===== config.mk =====
export PLATFORM = sky130hd
export DESIGN_NAME = ysyx_25060170_exu_mc
export DESIGN_NICKNAME = d
export VERILOG_FILES = /design/src/rtl/ysyx_25060170_exu_mc.sv
export SDC_FILE = /design/constraint.sdc
export NUM_CORES = 2
export LEC_CHECK = 0
export BUFFER_PORTS_ARGS = -buffer_cell sky130_fd_sc_hd__buf_2
export CORE_MARGIN = 5
export CORE_UTILIZATION = 30
export DETAILED_ROUTE_END_ITERATION = 10
export PLACE_DENSITY = 0.51
export SETUP_SLACK_MARGIN = 0.3
export SYNTH_ARGS = -nofsm -noshare
export SYNTH_HDL_FRONTEND = slang
export SYNTH_SLANG_ARGS = --single-unit

===== constraint.sdc =====
create_clock -name clk -period 16.95 [get_ports clk]
set_input_delay 4.2375 -clock clk [delete_from_list [all_inputs] [get_ports clk]]
set_output_delay 4.2375 -clock clk [all_outputs]
set_load 0.05 [all_outputs]

===== src/rtl/ysyx_25060170_exu_mc.sv =====
// Multi-cycle execute unit. It handles RV32I ALU ops, a shift-add multiplier and a
// restoring divider, with valid/ready handshakes toward IDU and WBU.
//
// state | meaning
// IDLE  | in_ready high, waiting for an operation from IDU
// MUL   | shift-add multiply, one multiplier bit per cycle
// DIV   | restoring divide, one quotient bit per cycle
// DONE  | out_valid high, result held until WBU takes it
module ysyx_25060170_exu_mc #(
    parameter int XLEN = 32,
    parameter bit M_EN = 1'b1
) (
    input  logic            clk,
    input  logic            rst,
    input  logic            in_valid,
    output logic            in_ready,
    input  logic            flush,
    input  logic [3:0]      alu_op,
    input  logic [XLEN-1:0] exu_op_1,
    input  logic [XLEN-1:0] exu_op_2,
    input  logic [XLEN-1:0] imm,
    input  logic            exu_is_jal,
    input  logic            exu_is_jalr,
    output logic            out_valid,
    input  logic            out_ready,
    output logic [XLEN-1:0] exu_res,
    output logic [XLEN-1:0] jump_addr
);
    localparam int SW = $clog2(XLEN);
    localparam logic [XLEN-1:0] MIN = {1'b1, {(XLEN-1){1'b0}}};

    typedef enum logic [1:0] {IDLE, MUL, DIV, DONE} state_t;
    state_t state, state_nxt;

    logic [SW-1:0]     cnt;
    logic [3:0]        op;
    logic [2*XLEN-1:0] acc;
    logic [XLEN-1:0]   mcand;
    logic [XLEN-1:0]   dvd_q, dvs, rem;
    logic              neg_q, neg_r;

    logic            accept, last_iter;
    logic            is_mul, is_div, div_signed, div_zero, div_ovf, div_fast;
    logic [SW-1:0]   shamt;
    logic [XLEN-1:0] imm_res, jsum, op1_abs, op2_abs;
    logic [XLEN:0]   msum;
    logic [2*XLEN-1:0] acc_nxt;
    logic [XLEN:0]   r_sh;
    logic            q_bit;
    logic [XLEN-1:0] rem_nxt, q_nxt, q_fin, r_fin;

    assign in_ready   = (state == IDLE);
    assign out_valid  = (state == DONE);
    assign accept     = in_valid && in_ready && !flush;
    assign last_iter  = (cnt == '0);

    assign is_mul     = M_EN && (alu_op == 4'd10 || alu_op == 4'd11);
    assign is_div     = M_EN && (alu_op >= 4'd12);
    assign div_signed = (alu_op == 4'd12 || alu_op == 4'd14);
    assign div_zero   = (exu_op_2 == '0);
    assign div_ovf    = div_signed && (exu_op_1 == MIN) && (exu_op_2 == '1);
    assign div_fast   = div_zero || div_ovf;
    assign shamt      = exu_op_2[SW-1:0];
    assign jsum       = imm + exu_op_1;
    assign op1_abs    = (div_signed && exu_op_1[XLEN-1]) ? -exu_op_1 : exu_op_1;
    assign op2_abs    = (div_signed && exu_op_2[XLEN-1]) ? -exu_op_2 : exu_op_2;

    // Single-cycle results, including the divide special cases.
    always_comb begin
        imm_res = '0;
        case (alu_op)
            4'd0:  imm_res = exu_op_1 + exu_op_2;
            4'd1:  imm_res = exu_op_1 - exu_op_2;
            4'd2:  imm_res = exu_op_1 & exu_op_2;
            4'd3:  imm_res = exu_op_1 | exu_op_2;
            4'd4:  imm_res = exu_op_1 ^ exu_op_2;
            4'd5:  imm_res = exu_op_1 << shamt;
            4'd6:  imm_res = exu_op_1 >> shamt;
            4'd7:  imm_res = XLEN'($signed(exu_op_1) >>> shamt);
            4'd8:  imm_res = {{(XLEN-1){1'b0}}, $signed(exu_op_1) < $signed(exu_op_2)};
            4'd9:  imm_res = {{(XLEN-1){1'b0}}, exu_op_1 < exu_op_2};
            4'd12, 4'd13: if (M_EN) imm_res = div_zero ? '1 : MIN;
            4'd14, 4'd15: if (M_EN) imm_res = div_zero ? exu_op_1 : '0;
            default: imm_res = '0;
        endcase
    end

    // One multiply step and one restoring-divide step.
    always_comb begin
        msum    = {1'b0, acc[2*XLEN-1:XLEN]} + {1'b0, (acc[0] ? mcand : {XLEN{1'b0}})};
        acc_nxt = {msum, acc[XLEN-1:1]};
        r_sh    = {rem, dvd_q[XLEN-1]};
        q_bit   = (r_sh >= {1'b0, dvs});
        rem_nxt = q_bit ? XLEN'(r_sh - {1'b0, dvs}) : r_sh[XLEN-1:0];
        q_nxt   = {dvd_q[XLEN-2:0], q_bit};
        q_fin   = neg_q ? -q_nxt : q_nxt;
        r_fin   = neg_r ? -rem_nxt : rem_nxt;
    end

    // State register.
    always_ff @(posedge clk or posedge rst) begin
        if (rst) state <= IDLE;
        else     state <= state_nxt;
    end

    // Next-state logic; flush always returns to IDLE.
    always_comb begin
        state_nxt = state;
        case (state)
            IDLE: if (accept) begin
                if (is_mul)                   state_nxt = MUL;
                else if (is_div && !div_fast) state_nxt = DIV;
                else                          state_nxt = DONE;
            end
            MUL, DIV: if (flush)    state_nxt = IDLE;
                      else if (last_iter) state_nxt = DONE;
            DONE: if (flush || out_ready) state_nxt = IDLE;
            default: state_nxt = IDLE;
        endcase
    end

    // Operand capture, iteration datapath and result registers.
    always_ff @(posedge clk or posedge rst) begin
        if (rst) begin
            cnt       <= '0;
            op        <= '0;
            acc       <= '0;
            mcand     <= '0;
            dvd_q     <= '0;
            dvs       <= '0;
            rem       <= '0;
            neg_q     <= 1'b0;
            neg_r     <= 1'b0;
            exu_res   <= '0;
            jump_addr <= '0;
        end else if (state == IDLE) begin
            if (accept) begin
                op    <= alu_op;
                cnt   <= SW'(XLEN-1);
                acc   <= {{XLEN{1'b0}}, exu_op_2};
                mcand <= exu_op_1;
                dvd_q <= op1_abs;
                dvs   <= op2_abs;
                rem   <= '0;
                neg_q <= div_signed && (exu_op_1[XLEN-1] ^ exu_op_2[XLEN-1]);
                neg_r <= div_signed && exu_op_1[XLEN-1];
                if (exu_is_jalr)     jump_addr <= {jsum[XLEN-1:1], 1'b0};
                else if (exu_is_jal) jump_addr <= jsum;
                else                 jump_addr <= '0;
                if (state_nxt == DONE) exu_res <= imm_res;
            end
        end else if (state == MUL && !flush) begin
            acc <= acc_nxt;
            cnt <= cnt - SW'(1);
            if (last_iter)
                exu_res <= (op == 4'd10) ? acc_nxt[XLEN-1:0] : acc_nxt[2*XLEN-1:XLEN];
        end else if (state == DIV && !flush) begin
            rem   <= rem_nxt;
            dvd_q <= q_nxt;
            cnt   <= cnt - SW'(1);
            if (last_iter)
                exu_res <= (op == 4'd12 || op == 4'd13) ? q_fin : r_fin;
        end
    end
endmodule


==> metrics.md <==
| Metric | Value |
|---|---|
| Die extent in y | `between 300 and 400 um` |
| Drt pass-1 iters | `8` |
| Finish-stage setup viols | `0` |
| Largest cells by area after synthesis | `dfrtp_1 23%, ha_1 8.8%, o21ai_0 7.2%` |
| Placed Area | `0.03064 mm^2` |
| ANT nets after route | `0` |
| Cts hold-fix bufs | `0` |
| Sequential fraction of the synthesis area | `0.2342` |
| HP Start | `exu_res[5]` |
| Worst r2r dst | `exu_res[26]` |
| P per Cell Area | `134.5 mW/mm^2` |
| Synth warn | `0` |
| Core Area | `0.09501 mm^2` |
| Max stage delay on crit path | `just over 900 ps` |
| Largest net degree at the start of global routing | `between 100 and 150` |
| Commonest non-fill, non-tap cells in the layout | `416 x nand2_1, 413 x o21ai_0, 286 x nor2_1, 269 x dfrtp_1, 265 x a21oi_1` |
| Post_cts resized | `0` |
| FF+latch count, synth | `269` |
| Total negative slack | `0 ps` |
| Post-synth top area share | `0.2342` |
| Slew Limit Fails | `0` |
| Reg2Reg Setup Slack | `~11000 ps` |
| # DRC | `0` |
| EDFF count, synth | `0` |
| GP Congestion | `1.034` |
| Outcome | `finished, final reports clean` |
| Worst r2r path cells | `18` |
| Routed vias/inst | `5.992` |
| Worst-path cell chain | `buf_2, buf_4, nor3_1, and3_1, nand4_1, nor2_1, o21ai_0, o21a_1, nor2_1, o22ai_2, buf_4, a21oi_1, o21ai_0, a211o_1, o22a_1` |
| Synthesized Nets | `3989` |
| NetSw | `0.002156 W` |
| Vias | `29.84k` |
| Clk Latency, worst-skew pair | `slightly above 600 ps` |
| Longest Clk Path Bufs | `3` |
| Post-route cell area | `0.03204 mm^2` |
| Synth Flop Type | `dfrtp_1` |
| Final min period | `8897 ps` |
| I/O Buffers | `roughly 170` |
| TritonCTS clock tree | `yes` |
| Nets@finish | `4000` |
| Mapped cell area | `0.02875 mm^2` |
| Leak | `13.76 nW` |
| P_int | `around 0.0022 W` |
| Peak VDD IR | `0.00007919 V` |
| Number of global-route vias before repair | `28.34k` |
| Mux contribution to synthesized area | `0.08453` |
| Critical path type | `in2reg` |
| Complex-gate fraction of the synthesized area | `0.2899` |
| Period utilization | `0.5249` |
| Seq pwr share | `0.258` |
| Clock Pin Slew Worst Setup and Hold Paths | `60 ps` |
| Die area | `0.1021 mm^2` |
| Layout cells sized above 1 | `0.1145` |
| Hold WC Path Type | `reg2reg` |
| H-tree lvl count | `2` |
| Initial antenna violation count | `13` |
| Area growth syn-to-layout | `11.45%` |
| Share of total power in combinational logic | `0.532` |
| Post-CTS Setup Bufs | `0` |
| Critical path peak fanout | `60` |
| Synth unique cells | `110` |
| Worst-path cell with the longest stage delay | `nor3_1` |
| Max-Slew Margin vs Limit | `0.1886` |
| Placement Rows | `113` |
| First-pass GRT wire length | `around 200000 um` |
| TritonCTS Buffers | `39` |
| Worst-Margin Slew | `between 1000 and 1500 ps` |
| I/O pin cnt | `173` |
| CTS sink cnt | `between 200 and 300` |
| Ys async rst share | `1.000` |
| Critical Path AT | `9390 ps` |
| Post-Synth Adder-Cell Area | `0.09140` |
| Util after Layout | `0.3372` |
| Largest family of logic cells by synthesized area | `compound AO/OA/AOI/OAI gates` |
| GRT Overall Usage | `0.2548` |
| Synth area leader | `dfrtp_1` |
| Clk_skew | `30.05 ps` |
| Synth Area in Simple Gates | `0.1809` |
| Worst Setup SP | `exu_op_2[2]` |
| DR WL/cell | `27.46 um` |
| Switching portion of total power | `0.5005` |
| Max-Cap Viols | `0` |
| Clock network fraction of total power | `0.210` |
| Die Span X | `319.6 um` |
| Initial Utilization | `0.3026` |
| Cells after synthesis | `3675` |
| CP Launch Type | `input port` |
| Initial DRC Count | `3649` |
| Critical Path End | `exu_res[23]` |
| Worst r2r src | `rem[14]` |
| Gr ovfl total | `0` |
| Fmax | `112.4 MHz` |
| Final hold vios | `0` |
| Post-DP HPWL | `104500 um` |
| WP data required | `17450 ps` |
| Final wirelength | `136700 um` |
| RSZ-0062 raised after global routing | `false` |
| Root Driver | `clkbuf_16` |
| Xor/xnor cell area share of the yosys netlist | `0.06094` |
| Nature of the critical path endpoint | `register` |
| Most common cell after layout, fill and taps aside | `nand2_1` |
| Post-synthesis area per instance | `7.822 um^2` |
routing by layer:
layer | vias to the layer above | wire (um) | GRT usage
met3 | 291 | 12960 | 0.04698
met5 | - | 41 | 0
met2 | 1502 | 57310 | 0.3793
met4 | 6 | 7838 | 0.1220
li1 | 13527 | - | -
met1 | 14513 | 58600 | 0.3565
stage by stage:
| stage | worst slack, ps | hold slack, ps | instances | total power, W |
|---|---|---|---|---|
| detailed placement | 7661 | 460.9 | 4910 | 0.003377 |
| global route | 7789 | 491.2 | 4978 | 0.004547 |
| floorplan | 5302 | 441.8 | 3675 | 0.002601 |
| finish | 8053 | 469.7 | 4980 | 0.004308 |
| CTS | 8302 | 473.1 | 4978 | 0.004295 |
| global placement | 7752 | 454.5 | 4910 | 0.003367 |
cells by family (layout without fill, tap and decap cells):
family          after synthesis  in the layout
compound gates             1289           1289
simple gates               1114           1114
buf+inv                     423            461
flops                       269            269
fa+ha+maj                   207            207
xor+xnor                    200            200
mux                         173            173
other cells                   0              2
power groups by stage:
| stage | clock network (W) | logic (W) | registers, W |
|---|---|---|---|
| after floorplan | 0 | 0.00134 | 0.00127 |
| final | 0.000904 | 0.00229 | 0.00111 |
| after global placement | 0 | 0.00225 | 0.00112 |
| after CTS | 0.000918 | 0.00227 | 0.00111 |
| after global routing | 0.000941 | 0.00246 | 0.00114 |
| after detailed placement | 0 | 0.00226 | 0.00112 |
how the worst min path moves through the flow:
| stage | to | slack [ps] | depth (start not counted) |
|---|---|---|---|
| after detailed placement | jump_addr[0] | 460 | 2 |
| after floorplan | mcand[31] | 440 | 2 |
| after global placement | mcand[16] | 450 | 2 |
| after CTS | mcand[16] | 470 | 2 |
| after global routing | mcand[22] | 490 | 2 |
| final | exu_res[5] | 470 | 2 |
registers in the layout, indices dropped and copies added (netlist names), 2 cells and up:
signal,flops
acc,64
op,4
exu_res,32
mcand,32
cnt,5
rem,32
dvd_q,32
state,2
dvs,32
jump_addr,32
cell usage after synthesis, types with 57 or more instances:
master	number
a21oi_1	265
a22oi_1	57
a31oi_1	57
clkbuf_1	189
dfrtp_1	269
ha_1	202
inv_1	165
mux2i_1	110
nand2_1	417
nand3_1	63
nor2_1	289
nor3_1	66
o21ai_0	413
xnor2_1	144
area by class of cell:
type,instances,area (um^2)
inverters,169,644.4
repair buffers,224,1256
clock buffers,46,1052
fillers,10212,62970
diodes,2,5.005
clock inverters,22,336.6
multi-input cells,2983,20430
well taps,1265,1583
flip-flops and latches,269,6731
critical path, delay by kind of cell:
kind	cells	cell delay, ps
AOI/OAI and AO/OA	7	1550
and+or+nand+nor	5	2790
buffers and inverters	3	780
Note: power is estimated with default switching activity, not from simulation.
